File: config.mk
export PLATFORM = sky130hd
export DESIGN_NAME = adc_bcd_meter
export DESIGN_NICKNAME = d
export VERILOG_FILES = /design/src/rtl/adc_bcd_meter.sv
export SDC_FILE = /design/constraint.sdc
export NUM_CORES = 1
export LEC_CHECK = 0
export ABC_AREA = 1
export CAP_MARGIN = 0
export CORE_MARGIN = 2
export CORE_UTILIZATION = 60
export DETAILED_ROUTE_END_ITERATION = 8
export PLACE_DENSITY = 0.8
export SYNTH_ARGS = -nofsm -noshare
export SYNTH_HDL_FRONTEND = slang
export SYNTH_SLANG_ARGS = --single-unit
File: constraint.sdc
create_clock -name clk -period 10.3 [get_ports clk]
set_input_delay 2.06 -clock clk [delete_from_list [all_inputs] [get_ports clk]]
set_output_delay 2.06 -clock clk [all_outputs]
set_load 0.01 [all_outputs]
File: src/rtl/adc_bcd_meter.sv
// Block-averaging ADC meter: samples adc_data every SAMPLE_DIV cycles, averages 2^AVG_LOG2
// samples, scales the average to millivolts and converts it to four BCD digits by double-dabble.
module adc_bcd_meter #(
  parameter int SAMPLE_DIV = 48000,
  parameter int AVG_LOG2   = 3,
  parameter int VREF_MV    = 5000
) (
  input  logic       clk,
  input  logic       rst,
  input  logic [7:0] adc_data,
  input  logic       hold,
  output logic [7:0] avg_out,
  output logic [3:0] num1,
  output logic [3:0] num2,
  output logic [3:0] num3,
  output logic [3:0] num4,
  output logic       upd
);

  localparam int CNT_W = $clog2(SAMPLE_DIV);
  localparam int SMP_W = AVG_LOG2 + 1;
  localparam int ACC_W = 8 + AVG_LOG2;
  localparam int NSAMP = 1 << AVG_LOG2;

  localparam logic [CNT_W-1:0] CNT_LAST  = CNT_W'(SAMPLE_DIV - 1);
  localparam logic [SMP_W-1:0] SMP_LAST  = SMP_W'(NSAMP - 1);
  localparam logic [13:0]      VREF      = 14'(VREF_MV);
  localparam logic [3:0]       ITER_LAST = 4'd13;

  typedef enum logic [1:0] {
    IDLE,
    CONV,
    LOAD
  } state_t;

  logic [CNT_W-1:0] cnt_q, cnt_d;
  logic [SMP_W-1:0] smp_q, smp_d;
  logic [ACC_W-1:0] acc_q, acc_d;
  logic [ACC_W-1:0] full_sum;
  logic             tick;
  logic [7:0]       avg_q, avg_d;
  logic             avg_vld_q, avg_vld_d;
  logic [21:0]      prod_q, prod_d;
  logic             prod_vld_q, prod_vld_d;
  logic [13:0]      mv;

  state_t           state_q, state_d;
  logic [3:0]       iter_q, iter_d;
  logic [13:0]      bin_q, bin_d;
  logic [15:0]      bcd_q, bcd_d;
  logic [15:0]      dig_q, dig_d;
  logic             upd_q, upd_d;

  // One double-dabble iteration: add 3 to every nibble >= 5, then shift {bcd, bin} left by one.
  function automatic logic [29:0] dd_step(input logic [15:0] bcd_v, input logic [13:0] bin_v);
    logic [15:0] adj;
    adj = bcd_v;
    for (int i = 0; i < 4; i++) begin
      if (bcd_v[4*i +: 4] >= 4'd5) adj[4*i +: 4] = bcd_v[4*i +: 4] + 4'd3;
    end
    return 30'({adj, bin_v} << 1);
  endfunction

  // NOTE: every signal driven here gets a default first, so no path can infer a latch.
  always_comb begin
    tick       = (cnt_q == CNT_LAST);
    full_sum   = acc_q + ACC_W'(adc_data);
    cnt_d      = tick ? '0 : cnt_q + CNT_W'(1);
    smp_d      = smp_q;
    acc_d      = acc_q;
    avg_d      = avg_q;
    avg_vld_d  = 1'b0;
    if (tick) begin
      if (smp_q == SMP_LAST) begin
        smp_d     = '0;
        acc_d     = '0;
        avg_d     = 8'(full_sum >> AVG_LOG2);
        avg_vld_d = 1'b1;
      end else begin
        smp_d = smp_q + SMP_W'(1);
        acc_d = full_sum;
      end
    end
    prod_d     = avg_vld_q ? 22'(avg_q) * 22'(VREF) : prod_q;
    prod_vld_d = avg_vld_q;
  end

  assign mv = 14'(prod_q >> 8);

  // The first shift is folded into the IDLE->CONV transition so LOAD lands 16 cycles after the block.
  always_comb begin
    state_d = state_q;
    iter_d  = iter_q;
    bin_d   = bin_q;
    bcd_d   = bcd_q;
    dig_d   = dig_q;
    upd_d   = 1'b0;
    case (state_q)
      IDLE: begin
        if (prod_vld_q) begin
          {bcd_d, bin_d} = dd_step(16'd0, mv);
          iter_d         = 4'd1;
          state_d        = CONV;
        end
      end
      CONV: begin
        {bcd_d, bin_d} = dd_step(bcd_q, bin_q);
        iter_d         = iter_q + 4'd1;
        if (iter_q == ITER_LAST) state_d = LOAD;
      end
      LOAD: begin
        state_d = IDLE;
        if (!hold) begin
          dig_d = bcd_q;
          upd_d = 1'b1;
        end
      end
      default: state_d = IDLE;
    endcase
  end

  // NOTE: sequential state uses non-blocking assignments so all registers update together at the edge.
  always_ff @(posedge clk) begin
    if (rst) begin
      cnt_q      <= '0;
      smp_q      <= '0;
      acc_q      <= '0;
      avg_q      <= '0;
      avg_vld_q  <= 1'b0;
      prod_q     <= '0;
      prod_vld_q <= 1'b0;
      state_q    <= IDLE;
      iter_q     <= '0;
      bin_q      <= '0;
      bcd_q      <= '0;
      dig_q      <= '0;
      upd_q      <= 1'b0;
    end else begin
      cnt_q      <= cnt_d;
      smp_q      <= smp_d;
      acc_q      <= acc_d;
      avg_q      <= avg_d;
      avg_vld_q  <= avg_vld_d;
      prod_q     <= prod_d;
      prod_vld_q <= prod_vld_d;
      state_q    <= state_d;
      iter_q     <= iter_d;
      bin_q      <= bin_d;
      bcd_q      <= bcd_d;
      dig_q      <= dig_d;
      upd_q      <= upd_d;
    end
  end

  assign avg_out = avg_q;
  assign num1    = dig_q[3:0];
  assign num2    = dig_q[7:4];
  assign num3    = dig_q[11:8];
  assign num4    = dig_q[15:12];
  assign upd     = upd_q;

endmodule

==> run_results.csv, run 1 <==
group,metric,value,unit
sta,worst_pin_slew,1035,ps
clocking,cts_resizes,0,
grt,number_of_global_route_vias_before_repair,5197,
worst_setup_path,cp-endpoint,"acc_q[2]",
sta,final_min_period_over_clock_period,39.12,%
sta,rsz_0062_raised_after_global_routing,"no",
yosys,postSynth.topFlopCell,"sky130_fd_sc_hd__dfxtp_1",
clocking,post_cts.repair.setup_buffers,0,
clocking,clk_root_buffer_cell,"sky130_fd_sc_hd__clkbuf_8",
power_and_ir_drop,vdd.ir_drop.worst,0.05682,mV
finish,flow.area_growth_from_synthesis,10.16,%
floorplanning,initial_core_util,61.01,%
worst_setup_path,crit-reg2reg-launch,"avg_out[6]",
worst_setup_path,crit_slowest_cell,"sky130_fd_sc_hd__buf_2",
worst_setup_path,worstSetupPathDepth,6,
sta,slew_viol_final,0,
yosys,ys_top_cells_by_area,"sky130_fd_sc_hd__dfxtp_1 34%, sky130_fd_sc_hd__nand2_1 13%, sky130_fd_sc_hd__ha_1 12%",
worst_setup_path,crit_path_start_kind,"primary input",
clocking,number_of_levels_in_the_clock_h_tree,3,
clocking,clock_latency,370,ps
power_and_ir_drop,static-leakage-power,3.155,nW
worst_setup_path,worstPathBufferInverterCount,3,
worst_setup_path,endpoint_kind,"flip-flop",
yosys,synth.most_common_cell,"sky130_fd_sc_hd__nand2_1",
worst_setup_path,cp_max_fo,57,
routing,drt-vias-per-instance,5.303,
yosys,yosysSeqAreaShare,33.99,%
sta,slew-limit-headroom,31.00,%
hold_path,min_delay_path_depth,2,
yosys,yosys.cell_types.count,44,
sta,fin_worst_skew,11.85,ps
hold_path,hp-class,"flip-flop to flip-flop",
sta,report.final.setup_viol,0,
yosys,most_common_library_cells_after_synthesis,"213 x sky130_fd_sc_hd__nand2_1, 106 x sky130_fd_sc_hd__dfxtp_1, 106 x sky130_fd_sc_hd__inv_1",
yosys,synth.avg_cell_area,7.344,µm²
yosys,synth.cell_area,6242,µm²
worst_setup_path,reg2reg_slack,6600,ps
finish,total_nets_final,956,
grt,congestion_overflow_gr,0,
worst_setup_path,criticalPathCategory,"primary input to flip-flop",
floorplanning,floorplan.die.height,106,µm
sta,fmax,248.2,MHz
finish,final_layout_size_suffix_gt1_share,5.916,%
placed_design,port_buffers,35,
sta,finalSetupTns,0,ps
sta,post-route-min-period,4029,ps
routing,dr.pass1.iters,5,
worst_setup_path,critical_path.top_delay_family,"buffers and inverters",
status,outcome,"complete, no violations",
yosys,synth_async_sr_flop_share,0,%
worst_setup_path,worstPathRequired,10570,ps
worst_setup_path,worst_ep_arrival_time,4300,ps
worst_setup_path,r2r_end,"prod_q[17]",
finish,num_antenna_cells,0,
floorplanning,design.core.area,10230,µm²
finish,final.fill_count,859,
floorplanning,die_x,106,µm
grt,grt_first_pass_wirelength,22.40,mm
worst_setup_path,crit_path_cell_trace,"buf_2, inv_1, nand2_2, inv_2, nand2_1, o21ai_2",
grt,antenna_violations_before_repair,0,
power_and_ir_drop,powerDensity,103.6,nW/µm²
clocking,clkSlewWorstSetupHoldPaths,90,ps
routing,routed_wl,12.51,mm
yosys,synthesis.nets,932,
yosys,synth_edf_count,0,
floorplanning,fp-row-count,37,
clocking,clock_sink_count,106,
clocking,cts-root-to-sink-buffers,2,
clocking,tritoncts.num_buffers,9,
yosys,synth_top_cell_by_area,"sky130_fd_sc_hd__dfxtp_1",
grt,track_usage,23.78,%
worst_setup_path,critPathMaxStageDelay,760,ps
routing,wire_per_inst,12.32,µm
placed_design,post-dp-hpwl,9.319,mm
sta,worst_hold_slack,465.5,ps
flow_run,drv_cap,0,
yosys,synthesis.instances,850,
yosys,synth_top_area_share,33.99,%
grt,pin_count_of_the_biggest_net_entering_global_routing,58,
clocking,tritoncts_clock_tree,"built",
routing,drc,0,
routing,detailroute.via_count,5383,
routing,route.antenna.remaining_nets,0,
yosys,yosys_warnings,0,
floorplanning,fp.dieArea,11240,µm²
worst_setup_path,cell_count_of_the_worst_reg_to_reg_path,13,
clocking,postCtsHoldBufs,0,
worst_setup_path,cp-startpoint,"rst",
floorplanning,io_pins,36,
power_and_ir_drop,total_power,0.7124,mW
routing,drt_iter0_markers,196,
yosys,postSynthRegisterBits,106,
placed_design,gp_congestion,0.9450,
sta,timing_hold_violations_final,0,
layout make-up:
cell class	instances	area [µm²]	area share (%)
Clock buffer	11	141.4	2.056
Tap cell	136	170.2	2.475
Clock inverter	5	77.57	1.128
Inverter	117	441.7	6.423
Sequential cell	106	2122	30.86
Multi-Input combinational cell	605	3578	52.04
Timing Repair Buffer	35	345.3	5.022
where the power goes:
part	internal (mW)	switching, mW
clock	0.143	0.139
combinational	0.00660	0.0128
sequential	0.410	0.000867
total	0.560	0.152
layer usage:
layer / global-route usage [%] / part of all wire (%)
met1: 29.23 / 47
met2: 42.72 / 49
met3: 3.372 / 2.9
met4: 7.989 / 1.6
met5: 0 / 0
how the worst min path moves through the flow:
stage | from | to | slack (ps)
2_1_floorplan | cnt_q[0] | cnt_q[0] | 420
3_5_place_dp | cnt_q[0] | cnt_q[0] | 450
3_3_place_gp | cnt_q[0] | cnt_q[0] | 430
4_1_cts | dig_q[12] | dig_q[12] | 470
6_report | dig_q[6] | dig_q[6] | 470
5_1_grt | dig_q[1] | dig_q[1] | 490
registers in the layout, indices dropped and copies added (netlist names):
name        cells
acc_q          11
avg_out         8
avg_vld_q       1
bcd_q          16
bin_q          13
cnt_q          16
dig_q          16
iter_q          4
prod_q         13
prod_vld_q      1
smp_q           4
state_q         2
upd             1
per-stage QoR:
step / worst slack (ps) / cells / cell area [µm²] / util, %
after floorplan: 6905 / 850 / 6242 / -
after CTS: 6290 / 1015 / 6877 / 67.21
after detailed placement: 5888 / 999 / 6658 / 65.07
final: 6271 / 1015 / 6877 / 67.21
after global placement: 5932 / 999 / 6658 / 65.07
after global routing: 6084 / 1015 / 6877 / 67.21
cell usage in the layout (no fill, tap or decap), types with 3 or more instances in the layout:
cell type,instances
sky130_fd_sc_hd__a221oi_1,4
sky130_fd_sc_hd__nand2_1,213
sky130_fd_sc_hd__nand3_1,61
sky130_fd_sc_hd__dfxtp_1,106
sky130_fd_sc_hd__nor2_4,3
sky130_fd_sc_hd__fa_1,13
sky130_fd_sc_hd__o21ai_1,4
sky130_fd_sc_hd__inv_1,106
sky130_fd_sc_hd__xor2_1,10
sky130_fd_sc_hd__nor2_1,67
sky130_fd_sc_hd__ha_1,58
sky130_fd_sc_hd__clkdlybuf4s50_1,34
sky130_fd_sc_hd__clkbuf_8,10
sky130_fd_sc_hd__or2_2,4
sky130_fd_sc_hd__a21oi_1,76
sky130_fd_sc_hd__o21ai_0,33
sky130_fd_sc_hd__nor2_2,4
sky130_fd_sc_hd__xnor2_1,5
sky130_fd_sc_hd__inv_2,9
sky130_fd_sc_hd__nor3_1,4
sky130_fd_sc_hd__o21ai_2,7
sky130_fd_sc_hd__nand4_1,8
sky130_fd_sc_hd__a22oi_1,9
sky130_fd_sc_hd__nand3b_1,3
tightest hold or removal path, cell delays in order (launching register included):
cell and delay (ps):
sky130_fd_sc_hd__dfxtp_1 320, sky130_fd_sc_hd__nand2_1 60, sky130_fd_sc_hd__a21oi_1 50
logic make-up (layout without fill, tap and decap cells):
kind of cell               Yosys count  after routing  synth area share, %
DFF                                106            106                33.99
adders and majority gates           71             71                15.79
xor gates and xnor gates            15             15                2.105
buffers and inverters              139            168                8.679
AOI/OAI and AO/OA                  139            139                12.45
and+or+nand+nor                    380            380                26.98
Power figures use the tool's default switching activity.
==> run 2, diff against run 1 <==
CORE_UTILIZATION = 54   (was 60)
PLACE_DENSITY = 0.76   (was 0.8)
clock period = 3.25 ns   (was 10.3 ns; I/O delays follow)
==> run 2 against run 1 <==
Against the previous run: die area up 11%; combinational power rose to 3.2 times the previous value; critical path depth up 8; via count down 0.19%; power rose to 3.5 times the previous value; global-route usage down 2.8 points; sequential cell count unchanged; sequential power rose to 3.2 times the previous value; critical endpoint is now prod_q[16]; largest power group unchanged; highest routed layer unchanged.
==> run_results.csv, run 2 (same netlist as run 1, synthesis figures left out) <==
group,metric,value,unit
status,outcome,"complete, no violations",
power_and_ir_drop,internal_power_consumption,1.927,mW
clocking,tritoncts.num_buffers,9,
power_and_ir_drop,vdd.ir_drop.worst,0.2860,mV
worst_setup_path,worstPathRequired,3500,ps
sta,report.final.setup_viol,0,
grt,congestion_overflow_gr,0,
finish,final.fill_count,1026,
finish,flow.area_growth_from_synthesis,15.31,%
floorplanning,fp-row-count,39,
finish,mostFrequentLayoutCell,"sky130_fd_sc_hd__nand2_1",
worst_setup_path,crit_path_cell_trace,"fa_1, fa_1, ha_1, inv_1, fa_1, inv_2, ha_4, nand2_2, nor2_2, nand2_1, nand3_1, nand2_1, o21ai_1, inv_1",
clocking,postCtsHoldBufs,0,
worst_setup_path,cp_common_cell,"sky130_fd_sc_hd__fa_1",
placed_design,post-dp-hpwl,9.004,mm
sta,fmax,311.6,MHz
routing,wire_per_inst,11.99,µm
placed_design,placement.cell_area,6809,µm²
worst_setup_path,worst_ep_arrival_time,3460,ps
floorplanning,fp.dieArea,12440,µm²
grt,grt_first_pass_wirelength,21.97,mm
clocking,clk_root_buffer_cell,"sky130_fd_sc_hd__clkbuf_16",
clocking,cts-root-to-sink-buffers,2,
power_and_ir_drop,power_frac_comb,2.5,%
clocking,clock_sink_count,106,
power_and_ir_drop,powerDensity,345.5,nW/µm²
grt,number_of_global_route_vias_before_repair,5081,
grt,track_usage,20.94,%
worst_setup_path,reg2reg_slack,40,ps
placed_design,port_buffers,35,
placed_design,gp_congestion,0.8088,
clocking,clock_latency,360,ps
power_and_ir_drop,total_switching_power,0.5594,mW
finish,num_antenna_cells,0,
floorplanning,die_x,111.5,µm
power_and_ir_drop,switching_share,22.50,%
routing,dr.pass1.iters,5,
worst_setup_path,cp_max_fo,5,
sta,post-route-min-period,3210,ps
sta,slew_viol_final,0,
power_and_ir_drop,seqPwrFrac,52.4,%
clocking,clkSlewWorstSetupHoldPaths,70,ps
floorplanning,io_pins,36,
sta,worst_hold_slack,456.0,ps
sta,slew-limit-headroom,56.07,%
sta,finalSetupTns,0,ps
grt,antenna_violations_before_repair,0,
sta,fin_worst_skew,7.614,ps
floorplanning,floorplan.die.height,111.5,µm
routing,route.antenna.remaining_nets,0,
finish,final_core_utilization,63.31,%
sta,timing_hold_violations_final,0,
worst_setup_path,crit_path_start_kind,"flip-flop",
finish,total_nets_final,973,
routing,drc,0,
worst_setup_path,criticalPathCategory,"flip-flop to flip-flop",
routing,routed_wl,12.45,mm
finish,largest_registers,"bcd_q (16), cnt_q (16), dig_q (16)",
flow_run,drv_cap,0,
finish,final_layout_size_suffix_gt1_share,10.61,%
sta,rsz_0062_raised_after_global_routing,"yes",
routing,drt_iter0_markers,325,
power_and_ir_drop,static-leakage-power,3.288,nW
finish,final_area,7198,µm²
worst_setup_path,endpoint_kind,"flip-flop",
worst_setup_path,critPathMaxStageDelay,560,ps
finish,mostFrequentLayoutCells,"209 x sky130_fd_sc_hd__nand2_1, 103 x sky130_fd_sc_hd__inv_1, 101 x sky130_fd_sc_hd__dfxtp_1, 74 x sky130_fd_sc_hd__a21oi_1, 63 x sky130_fd_sc_hd__nor2_1",
routing,detailroute.via_count,5373,
clocking,tritoncts_clock_tree,"built",
sta,worst_pin_slew,658.2,ps
power_and_ir_drop,clkPwrFrac,45.1,%
worst_setup_path,crit_slowest_cell,"sky130_fd_sc_hd__fa_1",
grt,pin_count_of_the_biggest_net_entering_global_routing,57,
clocking,number_of_levels_in_the_clock_h_tree,3,
floorplanning,initial_core_util,54.90,%
floorplanning,design.core.area,11370,µm²
routing,drt-vias-per-instance,5.176,
sta,final_min_period_over_clock_period,98.76,%
hold_path,hp-class,"flip-flop to flip-flop",
run 2: cell count changes in the layout (fill, tap and decap cells not counted), moves of 4 or more:
cell	previous run	this run
sky130_fd_sc_hd__buf_4	0	17
sky130_fd_sc_hd__clkbuf_16	0	9
sky130_fd_sc_hd__clkbuf_8	10	0
sky130_fd_sc_hd__dfxtp_1	106	101
sky130_fd_sc_hd__dfxtp_2	0	5
sky130_fd_sc_hd__ha_1	58	53
sky130_fd_sc_hd__inv_6	0	4
sky130_fd_sc_hd__nand2_1	213	209
sky130_fd_sc_hd__nor2_1	67	63
run 2: final timing paths:
path,cells past startpoint,end,startpoint
setup / recovery,14,prod_q[16],avg_out[7]
hold / removal,1,cnt_q[0],cnt_q[0]
setup reg to reg,14,prod_q[16],avg_out[7]
hold reg to reg,1,cnt_q[0],cnt_q[0]
run 2: per-layer routing:
metal / up-vias / track usage [%] / routed length, µm
li1: 2832 / - / -
met1: 2437 / 26.10 / 5911
met2: 89 / 36.54 / 5952
met3: 15 / 2.940 / 378
met4: 0 / 8.560 / 206
met5: - / 0 / 0
run 2: final cells by class:
class	instances	area, µm²	area share, %
repair buffers	52	473.0	6.570
well taps	143	178.9	2.486
inverters	117	441.7	6.136
clock inverters	6	72.57	1.008
multi-input cells	605	3679	51.10
flip-flops and latches	106	2128	29.57
clock buffers	9	225.2	3.129
run 2: worst max-delay path: cells and delay by family (launching register included):
family	cells	cell delay [ps]
AOI/OAI and AO/OA	1	120
adders and majority gates	5	2060
buffers and inverters	3	130
DFF	1	340
and+or+nand+nor	5	450
run 2: power by group through the flow:
stage | Clock (mW) | Combinational (mW) | Sequential (mW)
2_1_floorplan | 0 | 0.0405 | 1.33
3_3_place_gp | 0 | 0.0625 | 1.33
3_5_place_dp | 0 | 0.0628 | 1.33
4_1_cts | 1.14 | 0.0632 | 1.30
5_1_grt | 1.20 | 0.0703 | 1.30
6_report | 1.12 | 0.0627 | 1.30
run 2: through the flow:
step	std cells	power (mW)	worst slack [ps]
5_1_grt	1038	2.571	-105.1
3_5_place_dp	1022	1.397	-11.07
3_3_place_gp	1022	1.396	26.89
4_1_cts	1037	2.510	3.372
6_report	1038	2.487	40.30
2_1_floorplan	850	1.374	62.31
run 2: what timing repair did:
action,CTS,global route
pin swaps,6,12
resized for setup,3,23
endpoints found under the setup margin,4,8
setup buffers,0,1
==> variant 1, RTL diff (settings of run 1) <==
Encoding of `state_t`: now one-hot (3 bits for 3 states).
--- a/src/rtl/adc_bcd_meter.sv
+++ b/src/rtl/adc_bcd_meter.sv
@@ -27,10 +27,10 @@
   localparam logic [13:0]      VREF      = 14'(VREF_MV);
   localparam logic [3:0]       ITER_LAST = 4'd13;
 
-  typedef enum logic [1:0] {
-    IDLE,
-    CONV,
-    LOAD
+  typedef enum logic [2:0] {
+    IDLE = 3'b001,
+    CONV = 3'b010,
+    LOAD = 3'b100
   } state_t;
 
   logic [CNT_W-1:0] cnt_q, cnt_d;
Check against the original RTL: same outputs for any inputs over 10 cycles, from zero or initial values and one cycle with rst high; not proved beyond that.
==> variant 1 against run 1 <==
  * Power up 0.19%
  * First-iteration DRC count up 8.7%
  * Register-to-register slack hardly changed
  * Sequential cell count increased by 1
  * Critical path type unchanged
  * Synthesized area is 0.32% higher
  * Cell area down 0.16%
  * Sequential share of layout area grew 0.34 points
  * Routed wire length up 1.2%
  * Setup slack got worse by 0.037 ns
  * Die area grew 0.30%
  * Fmax fell by 0.92%
  * Via count increased by 2.2%
  * Sequential power is 1% higher
==> variant 1: results (changes against run 1) <==
metric;value;unit;change
Total GRT Usage;24.0;%;+0.26 points
Layout Cells excl Fill;1027;;+1.2%
DRT iter0 DRCs;213;;+8.7%
synth top area cells;dfxtp_1 34%, nand2_1 12%, ha_1 12%;;
Yosys cell types;42;;-4.5%
commonest cells in the netlist;197 x nand2_1, 114 x inv_1, 107 x dfxtp_1, 90 x nor2_1, 67 x a21oi_1;;
Hold Crit Endpoint;bin_q[12]$_SDFFE_PP0P_;;
r2r worst-path depth;15;;+2
final worst path period share;39.5;%;+0.36 points
Post-Place Worst Slack;5.83;ns;-0.0615 ns
Synth Flop Type;dfxtp_1;;
final layout net count;969;;+1.4%
Clock Root Buffer;clkbuf_8;;
reg-to-reg startpoint;avg_out[5]$_SDFFE_PP0P_;;
CP arrival;4.38;ns;+0.08 ns
Mapped Nets;944;;+1.3%
Reg clk slew, reported paths;0.10;ns;
synthesized area per cell;7.26;um2;-1.1%
CP max stage cell;nor2_2;;
DP Wirelength;9480;um;+1.7%
CP Max Fanout;35;;-39%
hold path depth;2;;unchanged
first-pass GRT wire length;22500;um;+0.37%
Clock Skews;0.0111;ns;-0.000745 ns
endpoints failing hold;0;;unchanged
Final Wtd Congestion;0.881;;-6.8%
P_sw;0.149;mW;-2.2%
antenna violations before repair;0;;unchanged
Filler cells;899;;+4.7%
wire length per cell;12.3;um;about the same
via-per-instance ratio;5.36;;+1.0%
vias in the first global route;5283;;+1.7%
Largest stage delay, worst path;0.45;ns;-0.31 ns
post-synthesis sequential area ratio;34.2;%;+0.21 points
pin count of the biggest net entering global routing;36;;-38%
Hold Path Origin;bin_q[12]$_SDFFE_PP0P_;;
VDD IR max;0.000113;V;+98%
ratio of cells with drive above 1 in the final layout;3.93;%;-2.0 points
Slew HR;36.7;%;+5.7 points
status;finished, final reports clean;;
# diodes;0;;unchanged
leak pwr;3.15;nW;-0.21%
## variant 1: changes by cell type after synthesis, moves of 6 or more
cell	before	now
o21ai_0	33	66
nor2_1	67	90
nand2_1	213	197
a31oi_1	0	10
nand3_1	61	51
a21oi_1	76	67
a22oi_1	9	0
inv_1	106	114
inv_2	9	3
o21ai_2	7	1
## variant 1: critical path: cells and delay by family
kind                   cells  cell delay [ns]
and+or+nand+nor            3             0.75
buffers and inverters      4             1.40
AOI/OAI and AO/OA          1             0.14
## variant 1: layout make-up
class	count	area (um2)	share of cell area, %
timing repair buffer	37	365	5.32
clock inverter	2	60.1	0.875
inverter	118	443	6.45
multi-input combinational	614	3540	51.5
sequential	107	2140	31.2
clock buffer	13	149	2.17
tap	136	170	2.48
## variant 1: cells by family after synthesis
| family | after synthesis | share of synthesized area (%) |
|---|---|---|
| adder cells (fa/ha/maj) | 71 | 15.7 |
| AO/OA/AOI/OAI | 153 | 12.9 |
| flip-flops | 107 | 34.2 |
| AND/OR/NAND/NOR | 376 | 25.9 |
| buffers and inverters | 141 | 9.33 |
| XOR/XNOR | 14 | 1.96 |
## variant 1: power groups by stage
stage	registers (mW)	logic, mW	clock network [mW]
2_1_floorplan	0.425	0.0137	0
3_3_place_gp	0.425	0.0194	0
3_5_place_dp	0.425	0.0200	0
4_1_cts	0.415	0.0201	0.282
5_1_grt	0.415	0.0226	0.298
6_report	0.415	0.0200	0.279
## variant 1: metal layers
layer  track usage [%]  wire, um  part of all wire, %
met5                 0         0                    0
met2              43.4      6230                   49
met3              5.46       529                  4.2
met4              6.11       146                  1.2
met1              28.7      5760                   45
## variant 1: worst max path at each step
stage | start | endpoint | cells past startpoint
after detailed placement | rst | acc_q[2]$_SDFFE_PP0N_ | 8
final | rst | acc_q[2]$_SDFFE_PP0N_ | 8
after CTS | rst | acc_q[2]$_SDFFE_PP0N_ | 8
after floorplan | avg_out[6]$_SDFFE_PP0P_ | prod_q[17]$_SDFFE_PP0P_ | 15
after global placement | rst | acc_q[2]$_SDFFE_PP0N_ | 8
after global routing | rst | acc_q[2]$_SDFFE_PP0N_ | 8
## variant 1: metrics by stage
stage | hold slack [ns] | cell area, um2
3_5_place_dp | 0.442 | 6660
4_1_cts | 0.456 | 6870
3_3_place_gp | 0.433 | 6660
5_1_grt | 0.480 | 6870
6_report | 0.453 | 6870
2_1_floorplan | 0.418 | 6260
==> variant 2, RTL diff (settings of run 1) <==
Without the edit above. `AVG_LOG2`: 3 -> 4.
--- a/src/rtl/adc_bcd_meter.sv
+++ b/src/rtl/adc_bcd_meter.sv
@@ -2,7 +2,7 @@
 // samples, scales the average to millivolts and converts it to four BCD digits by double-dabble.
 module adc_bcd_meter #(
   parameter int SAMPLE_DIV = 48000,
-  parameter int AVG_LOG2   = 3,
+  parameter int AVG_LOG2   = 4,
   parameter int VREF_MV    = 5000
 ) (
   input  logic       clk,
Formal check against the unedited RTL: same outputs for any inputs over 10 cycles, from zero or initial values and one cycle with rst high; that may be too few to reach the edited logic, so the function may still have changed.
==> variant 2 against run 1 <==
  * Routed wire length is essentially flat
  * Power shrank 4.2%
  * Synthesized cell count grew 3.5%
  * Setup slack gained 0.29 ns
  * Die area grew 1.6%
  * Largest cell class unchanged
  * Cell area grew 0.95%
  * Synthesized area grew 1.7%
  * Sequential cell count grew 2
  * First-iteration DRC count grew 34%
==> variant 2: results (changes against run 1) <==
metric;value;unit;change
status;finished, final reports clean;;
HP Class;flop to flop;;
CP endpoint;avg_out[2]$_SDFFE_PP0P_;;
Total GRT Usage;23.8;%;about the same
Reg2Reg Setup Slack;6.65;ns;+0.05 ns
Top delay family on crit path;adder cells;;
Least-Margin Pin Slew;0.834;ns;-0.201 ns
pin count of the biggest net entering global routing;66;;+14%
Mapped Nets;962;;+3.2%
vias in the first global route;5293;;+1.8%
P_sw;0.156;mW;+2.0%
met2 GRT Util;42.7;%;about the same
via count;5487;;+1.9%
die area;0.0114;mm2;+1.6%
CP Max Fanout;3;;-95%
hold slack;0.459;ns;-0.00626 ns
post-route met1 wirelength;5740;um;-1.8%
Inverters;136;;+16%
post-synthesis sequential area ratio;34.1;%;+0.075 points
non-clk buf share;5.08;%;+0.061 points
GRT met3 Usage;3.53;%;+0.15 points
Hold Crit Endpoint;prod_q[9]$_SDFFE_PP0P_;;
routed wl met2;6190;um;+1.6%
register area;0.00216;mm2;+1.9%
crit path time final;3.74;ns;-0.292 ns
synth top area cells;dfxtp_1 34%, nand2_1 12%, ha_1 11%;;
DR WL met3;443;um;+22%
Yosys cell types;41;;-6.8%
final-layout clock buffer total;13;;+2
area growth from synthesis to layout;9.38;%;
DP Wirelength;9370;um;+0.52%
area occupied by multi-input gates;0.00357;mm2;-0.35%
multi-input gate count;613;;+1.3%
leak pwr;3.18;nW;+0.84%
met1 Track Usage GR;29.9;%;+0.72 points
Largest stage delay, worst path;0.47;ns;-0.29 ns
Final Wtd Congestion;0.858;;-9.2%
Post-Place Worst Slack;6.19;ns;+0.302 ns
commonest cells in the netlist;200 x nand2_1, 130 x inv_1, 108 x dfxtp_1, 79 x nor2_1, 69 x a21oi_1;;
Hold Path Origin;prod_q[9]$_SDFFE_PP0P_;;
Post-CTS Setup Bufs;0;;unchanged
Synth Instances;880;;+3.5%
clock network area share;2.60;%;-0.59 points
ratio of cells with drive above 1 in the final layout;4.29;%;-1.6 points
placed instance area;0.00676;mm2;+1.6%
Cell Count Post-Placement;1029;;+3.0%
DRT iter0 DRCs;263;;+34%
VDD IR max;0.0000638;V;+12%
Seq cells;108;;+1.9%
Non-clk bufs;36;;+2.9%
CP max stage cell;clkdlybuf4s50_1;;
first-pass GRT wire length;22600;um;+0.99%
Filler cells;913;;+6.3%
WL final;12500;um;about the same
Clock Skews;0.0107;ns;-0.00113 ns
variant 2: cell types whose count changed in the layout (fill, tap and decap cells not counted), moves of 3 or more:
cell	delta
nor2_1	+12
o21ai_0	+16
inv_1	+24
o21ai_2	-7
nand3_1	+3
inv_2	-3
nor3_4	+3
a21oi_1	-7
a22oi_1	+3
nand2_1	-13
nor2_4	-3
variant 2: cells by family (layout without fill, tap and decap cells):
kind of cell	after synthesis	count (layout)	synth area share, %
compound gates	144	144	12.3
xor+xnor	17	17	2.35
fa+ha+maj	71	71	15.5
buf+inv	159	188	9.74
flops	108	108	34.1
simple gates	381	381	26.0
variant 2: power by group through the flow:
| stage | registers, mW | clock network [mW] | logic [mW] |
|---|---|---|---|
| finish | 0.419 | 0.244 | 0.0196 |
| global route | 0.419 | 0.269 | 0.0220 |
| CTS | 0.419 | 0.248 | 0.0196 |
| detailed placement | 0.429 | 0 | 0.0196 |
| global placement | 0.429 | 0 | 0.0192 |
| floorplan | 0.428 | 0 | 0.0133 |
